--- src/rtl/keyboard_decoder.sv ---
// PS/2 keyboard receiver and scan-code decoder producing held-key levels for the donkey movement block.
// Pins are synchronized and the clock is debounced before frames are shifted in and decoded.
module keyboard_decoder #(
  parameter int FILTER_LEN     = 8,
  parameter int TIMEOUT_CYCLES = 65000
) (
  input  logic       clk,
  input  logic       rst,
  input  logic       ps2_clk,
  input  logic       ps2_data,
  output logic       left,
  output logic       right,
  output logic       jump,
  output logic       start_game,
  output logic [7:0] code,
  output logic       code_valid,
  output logic       frame_err
);

  localparam int            FW        = $clog2(FILTER_LEN + 1);
  localparam logic [FW-1:0] FILT_LAST = FW'(FILTER_LEN - 1);
  localparam logic [16:0]   TMO       = 17'(TIMEOUT_CYCLES);

  typedef enum logic [1:0] {
    ST_IDLE   = 2'd0,
    ST_DATA   = 2'd1,
    ST_PARITY = 2'd2,
    ST_STOP   = 2'd3
  } state_t;

  function automatic logic odd_parity_ok(input logic [7:0] d, input logic p);
    return ^{d, p};
  endfunction

  logic [1:0]    clk_sync_r, data_sync_r;
  logic [FW-1:0] filt_cnt_r;
  logic          filt_r, filt_prev_r;
  logic          fall_s, data_s;

  state_t      state_r, state_s;
  logic [2:0]  bit_cnt_r, bit_cnt_s;
  logic [7:0]  shift_r, shift_s;
  logic        par_r, par_s;
  logic [16:0] timer_r, timer_s;
  logic [7:0]  code_r, code_s;
  logic        code_valid_r, code_valid_s;
  logic        frame_err_r, frame_err_s;
  logic        timeout_r, timeout_s;

  logic ext_pend_r, ext_pend_s, brk_pend_r, brk_pend_s;
  logic left_r, left_s, right_r, right_s, jump_r, jump_s, start_r, start_s;

  assign data_s = data_sync_r[1];
  assign fall_s = filt_prev_r & ~filt_r;

  // Two-flop synchronizers for both raw pins (idle-high lines reset to 1)
  always_ff @(posedge clk or negedge rst) begin
    if (!rst) begin
      clk_sync_r  <= 2'b11;
      data_sync_r <= 2'b11;
    end else begin
      clk_sync_r  <= {clk_sync_r[0], ps2_clk};
      data_sync_r <= {data_sync_r[0], ps2_data};
    end
  end

  // Stability filter: the output follows only after FILTER_LEN consecutive differing samples
  always_ff @(posedge clk or negedge rst) begin
    if (!rst) begin
      filt_cnt_r  <= '0;
      filt_r      <= 1'b1;
      filt_prev_r <= 1'b1;
    end else begin
      filt_prev_r <= filt_r;
      if (clk_sync_r[1] == filt_r) begin
        filt_cnt_r <= '0;
      end else if (filt_cnt_r == FILT_LAST) begin
        filt_r     <= clk_sync_r[1];
        filt_cnt_r <= '0;
      end else begin
        filt_cnt_r <= filt_cnt_r + FW'(1);
      end
    end
  end

  // Receive FSM next-state logic, including the inter-bit timeout
  always_comb begin
    state_s      = state_r;
    bit_cnt_s    = bit_cnt_r;
    shift_s      = shift_r;
    par_s        = par_r;
    code_s       = code_r;
    code_valid_s = 1'b0;
    frame_err_s  = 1'b0;
    timeout_s    = 1'b0;
    if (fall_s || state_r == ST_IDLE) begin
      timer_s = 17'd0;
    end else begin
      timer_s = timer_r + 17'd1;
    end
    if (fall_s) begin
      case (state_r)
        ST_IDLE: begin
          if (!data_s) begin
            state_s   = ST_DATA;
            bit_cnt_s = 3'd0;
          end else begin
            frame_err_s = 1'b1;
          end
        end
        ST_DATA: begin
          shift_s   = {data_s, shift_r[7:1]};
          bit_cnt_s = bit_cnt_r + 3'd1;
          if (bit_cnt_r == 3'd7) begin
            state_s = ST_PARITY;
          end else begin
            state_s = ST_DATA;
          end
        end
        ST_PARITY: begin
          par_s   = data_s;
          state_s = ST_STOP;
        end
        ST_STOP: begin
          if (data_s && odd_parity_ok(shift_r, par_r)) begin
            code_s       = shift_r;
            code_valid_s = 1'b1;
          end else begin
            frame_err_s = 1'b1;
          end
          state_s = ST_IDLE;
        end
        default: state_s = ST_IDLE;
      endcase
    end else if (state_r != ST_IDLE && timer_r == TMO) begin
      frame_err_s = 1'b1;
      timeout_s   = 1'b1;
      state_s     = ST_IDLE;
      timer_s     = 17'd0;
    end else begin
      state_s = state_r;
    end
  end

  // Receive FSM state and registered frame outputs
  always_ff @(posedge clk or negedge rst) begin
    if (!rst) begin
      state_r      <= ST_IDLE;
      bit_cnt_r    <= 3'd0;
      shift_r      <= 8'h00;
      par_r        <= 1'b0;
      timer_r      <= 17'd0;
      code_r       <= 8'h00;
      code_valid_r <= 1'b0;
      frame_err_r  <= 1'b0;
      timeout_r    <= 1'b0;
    end else begin
      state_r      <= state_s;
      bit_cnt_r    <= bit_cnt_s;
      shift_r      <= shift_s;
      par_r        <= par_s;
      timer_r      <= timer_s;
      code_r       <= code_s;
      code_valid_r <= code_valid_s;
      frame_err_r  <= frame_err_s;
      timeout_r    <= timeout_s;
    end
  end

  // Scan-code decoder: prefixes arm pending flags, the next byte consumes them
  always_comb begin
    ext_pend_s = ext_pend_r;
    brk_pend_s = brk_pend_r;
    left_s     = left_r;
    right_s    = right_r;
    jump_s     = jump_r;
    start_s    = start_r;
    if (timeout_r) begin
      ext_pend_s = 1'b0;
      brk_pend_s = 1'b0;
    end else if (code_valid_r) begin
      case (code_r)
        8'hE0: ext_pend_s = 1'b1;
        8'hF0: brk_pend_s = 1'b1;
        default: begin
          if (ext_pend_r && code_r == 8'h6B) begin
            left_s = ~brk_pend_r;
          end else if (ext_pend_r && code_r == 8'h74) begin
            right_s = ~brk_pend_r;
          end else if (!ext_pend_r && code_r == 8'h29) begin
            jump_s = ~brk_pend_r;
          end else if (!ext_pend_r && !brk_pend_r && code_r == 8'h5A) begin
            start_s = 1'b1;
          end else begin
            start_s = start_r;
          end
          ext_pend_s = 1'b0;
          brk_pend_s = 1'b0;
        end
      endcase
    end else begin
      ext_pend_s = ext_pend_r;
    end
  end

  // Decoder registers
  always_ff @(posedge clk or negedge rst) begin
    if (!rst) begin
      ext_pend_r <= 1'b0;
      brk_pend_r <= 1'b0;
      left_r     <= 1'b0;
      right_r    <= 1'b0;
      jump_r     <= 1'b0;
      start_r    <= 1'b0;
    end else begin
      ext_pend_r <= ext_pend_s;
      brk_pend_r <= brk_pend_s;
      left_r     <= left_s;
      right_r    <= right_s;
      jump_r     <= jump_s;
      start_r    <= start_s;
    end
  end

  assign left       = left_r;
  assign right      = right_r;
  assign jump       = jump_r;
  assign start_game = start_r;
  assign code       = code_r;
  assign code_valid = code_valid_r;
  assign frame_err  = frame_err_r;

endmodule

--- config.mk ---
export PLATFORM = sky130hd
export DESIGN_NAME = keyboard_decoder
export DESIGN_NICKNAME = d
export VERILOG_FILES = /design/src/rtl/keyboard_decoder.sv
export SDC_FILE = /design/constraint.sdc
export NUM_CORES = 1
export LEC_CHECK = 0
export CAP_MARGIN = 20
export CORE_MARGIN = 1
export CORE_UTILIZATION = 25
export CTS_CLUSTER_DIAMETER = 30
export CTS_CLUSTER_SIZE = 24
export DETAILED_ROUTE_END_ITERATION = 10
export DONT_BUFFER_PORTS = 1
export GPL_TIMING_DRIVEN = 0
export PLACE_DENSITY = 0.48
export SKIP_LAST_GASP = 1
export SYNTH_ARGS = -nofsm -noshare
export SYNTH_HDL_FRONTEND = slang
export SYNTH_SLANG_ARGS = --single-unit
--- constraint.sdc ---
create_clock -name clk -period 2.1 [get_ports clk]
set_input_delay 0.42 -clock clk [delete_from_list [all_inputs] [get_ports clk]]
set_output_delay 0.42 -clock clk [all_outputs]
set_load 0.02 [all_outputs]
==> results.toml <==
[outcome]
run_status = "completed"

[critical_path]
critical-path-max-stage-delay_ps = 450
critical-path-top-delay-family = "multiplexers"
cp_max_fo = 9
data_arrival_critical_path_ps = 2170
worst_path_max_delay_cell = "xnor3_2"
setup.worst_path.class = "reg2reg"
critical_path_required_ps = 2330
endpoint_kind = "flop"
r2r_setup_slack_ps = 160
worstPathBufferInverterCount = 0
crit_path_cell_trace = "xor2_1 -> xnor3_2 -> mux2i_4 -> mux2_2"
crit_path_start_kind = "flop"

[clock_tree]
clock_latency_ps = 340
cts_post_setup_buffers_inserted = 0
ctsLongestPathBuffers = 2
clockRootBuffer = "clkbuf_8"
numCtsBuffers = 9
tritoncts_num_sinks = 58
worst_setup_hold_path_clk_slew_ps = 70
tritoncts = "done"
htree_levels = 3

[synth]
synth_simple_gate_area_share_pct = 21.2
synth_top_cells_by_area = "dfrtp_1 47%, dfstp_2 5.6%, nand2_1 4.8%"
yosys_warnings = 0
yosys-top-cells-count = "52 x dfrtp_1, 36 x nand2_1, 27 x nor2_1"
synth_mux_area_share_pct = 5.96
synth_xor_xnor_area_share_pct = 7.71
number_of_instances_in_the_synthesized_netlist = 264
seq_area_frac_synth_pct = 52.3
ys_async_sr_fraction_pct = 100
synth-adder-area-share_pct = 4.48
synthFlopType = "dfrtp_1"
synth_most_common_cell = "dfrtp_1"
dominant_combinational_cell_family_by_area_after_synthesis = "simple AND/OR/NAND/NOR gates"
synth_compound_area_share_pct = 6.01
synth_area_leader_cell = "dfrtp_1"
mappedNetlistArea_um2 = 2790
post-synth-top-area-fraction_pct = 46.6
syn_nets = 278
synth-edff-count = 0
synth_seq_cells = 58
synthDistinctLibCells = 44
synthesis.area_per_instance_um2 = 10.6

[timing]
timing.clock.skew_ps = 7.08
timing.final.crit_period_ps = 1940
timing.max_slew.rel_slack_pct = 69.6
timing.fmax_mhz = 516
rsz0062_at_grt = "false"
finalSetupTns_ps = 0
drv_slew = 0
worst-slew-pin-transition_ps = 457
finalSetupViolations = 0
timing_hold_violations_final = 0
fin_worst_hold_slack_ps = 70.0
period_share_pct = 92.4

[finish]
regArea_um2 = 1460
final.fill_count = 1151
num-nets-final = 291
syn_to_final_growth_pct = 16.4
antenna_cells_inserted = 0
post_route_cells_drive_above_1_share_pct = 15.2
area_occupied_by_multi_input_gates_um2 = 1290
stdcell_area_um2 = 3250

[detailed_routing]
via_count = 1904
detail_route.first_pass.iterations = 4
remaining_drc_errors = 0
drt_wl_total_um = 5300
drt_iter0_drc = 95
vias_per_cell = 4.51
drt.antenna.violating_nets = 0
routedWlPerCell_um = 12.5

[pwr]
p_leak_nw = 1.48
p_per_area_nw_per_um2 = 1020
total_power_w = 0.00332
ir_drop_mv = 0.511

[floorplanning]
die_area_um2 = 11600
rows = 38
chipWidth_um = 108
pin_count = 18
dieHeight_um = 108
core_region_area_um2 = 10800
floorplan.initialDensity_pct = 25.8

[global_route]
track_usage_pct = 10.6
grt_start_max_net_pins = 59
first_global_vias = 1928
antenna_violations_before_repair = 0
first_pass_grt_wire_length_um = 9200
grt.overflow.total = 0

[placement]
post_dp_cell_area_um2 = 2970
gp_congestion = 0.732
dp_hpwl_um = 3600
place.port_buffers = 0

[run]
drv.max_cap_violation_count = 0

[min_path]
hold_crit_path_type = "in2reg"
==> final timing paths <==
check / endpoint / from / cells past startpoint
worst min register to register: clk_sync_r[1]$_DFF_PN1_ / clk_sync_r[0]$_DFF_PN1_ / 0
worst max register to register: code[3]$_DFFE_PN0P_ / shift_r[1]$_DFFE_PN0P_ / 4
min in group asynchronous: right$_DFFE_PN0P_ / rst / 2
worst max-delay path: code[3]$_DFFE_PN0P_ / shift_r[1]$_DFFE_PN0P_ / 4
max in group asynchronous: data_sync_r[1]$_DFF_PN1_ / rst / 2
worst min-delay path: clk_sync_r[0]$_DFF_PN1_ / ps2_clk / 0
==> layout make-up <==
| cell class | instances | area share, % |
|---|---|---|
| timing repair buffer | 2 | 1.16 |
| sequential | 58 | 44.9 |
| tap | 140 | 5.39 |
| clock buffer | 9 | 3.81 |
| clock inverter | 7 | 2.89 |
| multi-input combinational | 189 | 39.8 |
| buffer | 8 | 0.963 |
| inverter | 9 | 1.04 |
==> per-stage QoR <==
stage | std cells | worst slack (ps) | util (%)
floorplan | 264 | 285 | -
global placement | 404 | -105 | 27.4
detailed placement | 404 | -122 | 27.4
CTS | 422 | 15.7 | 29.8
global route | 422 | 8.60 | 30.0
finish | 422 | 160 | 30.0
==> per-layer routing <==
metal	up-vias	global-route usage, %	share of wire [%]
met4	0	5.28	1.9
met3	9	4.42	4.9
li1	938	-	-
met1	923	12.6	48
met2	34	16.4	45
met5	-	0	0
==> power breakdown <==
group	switching (W)	internal (W)
registers	0.000137	0.00127
clock network	0.000461	0.000664
logic	0.000453	0.000337
total	0.00105	0.00227
==> state kept, by name, summed over array words and instances (netlist names), 2 cells and up <==
register and flops:
timer_r 17, filt_cnt_r 4, data_sync_r 2, code 8, bit_cnt_r 3, clk_sync_r 2, state_r 2, shift_r 8
==> logic make-up after synthesis <==
logic type,count (synthesis)
XOR/XNOR,21
flip-flops,58
AO/OA/AOI/OAI,27
multiplexers,14
AND/OR/NAND/NOR,117
buffers and inverters,17
adder cells (fa/ha/maj),10
==> cell usage in the layout (no fill, tap or decap), types with 2 or more instances in the layout <==
cell type and instances:
dfrtp_1 52, nand2_1 36, nor2_1 27, xor2_1 13, mux2_2 11, nand4_1 10, ha_1 10, inv_1 9
a21oi_1 9, clkbuf_8 9, nand3_1 8, o21ai_0 8, clkbuf_1 7, xnor2_1 6, dfstp_2 6, nor3_1 4
and2_1 4, and4_1 4, nand2b_1 4, nor2b_1 3, or3_1 2, nor4b_2 2, nand4b_1 2, nor4b_1 2
nor4_1 2, mux2i_1 2, bufinv_16 2, clkinv_2 2, clkinvlp_4 2
==> what timing repair did <==
item,in CTS,in global routing
hold buffers,2,0
endpoints found under the hold margin,58,0
resized for setup,1,4
endpoints found under the setup margin,10,12
==> worst register-to-register path, stage by stage, from the launching register on <==
cell     delay (ps)
dfrtp_1         420
xor2_1          170
xnor3_2         450
mux2i_4         400
mux2_2          380
Note: power is estimated with default switching activity, not from simulation.
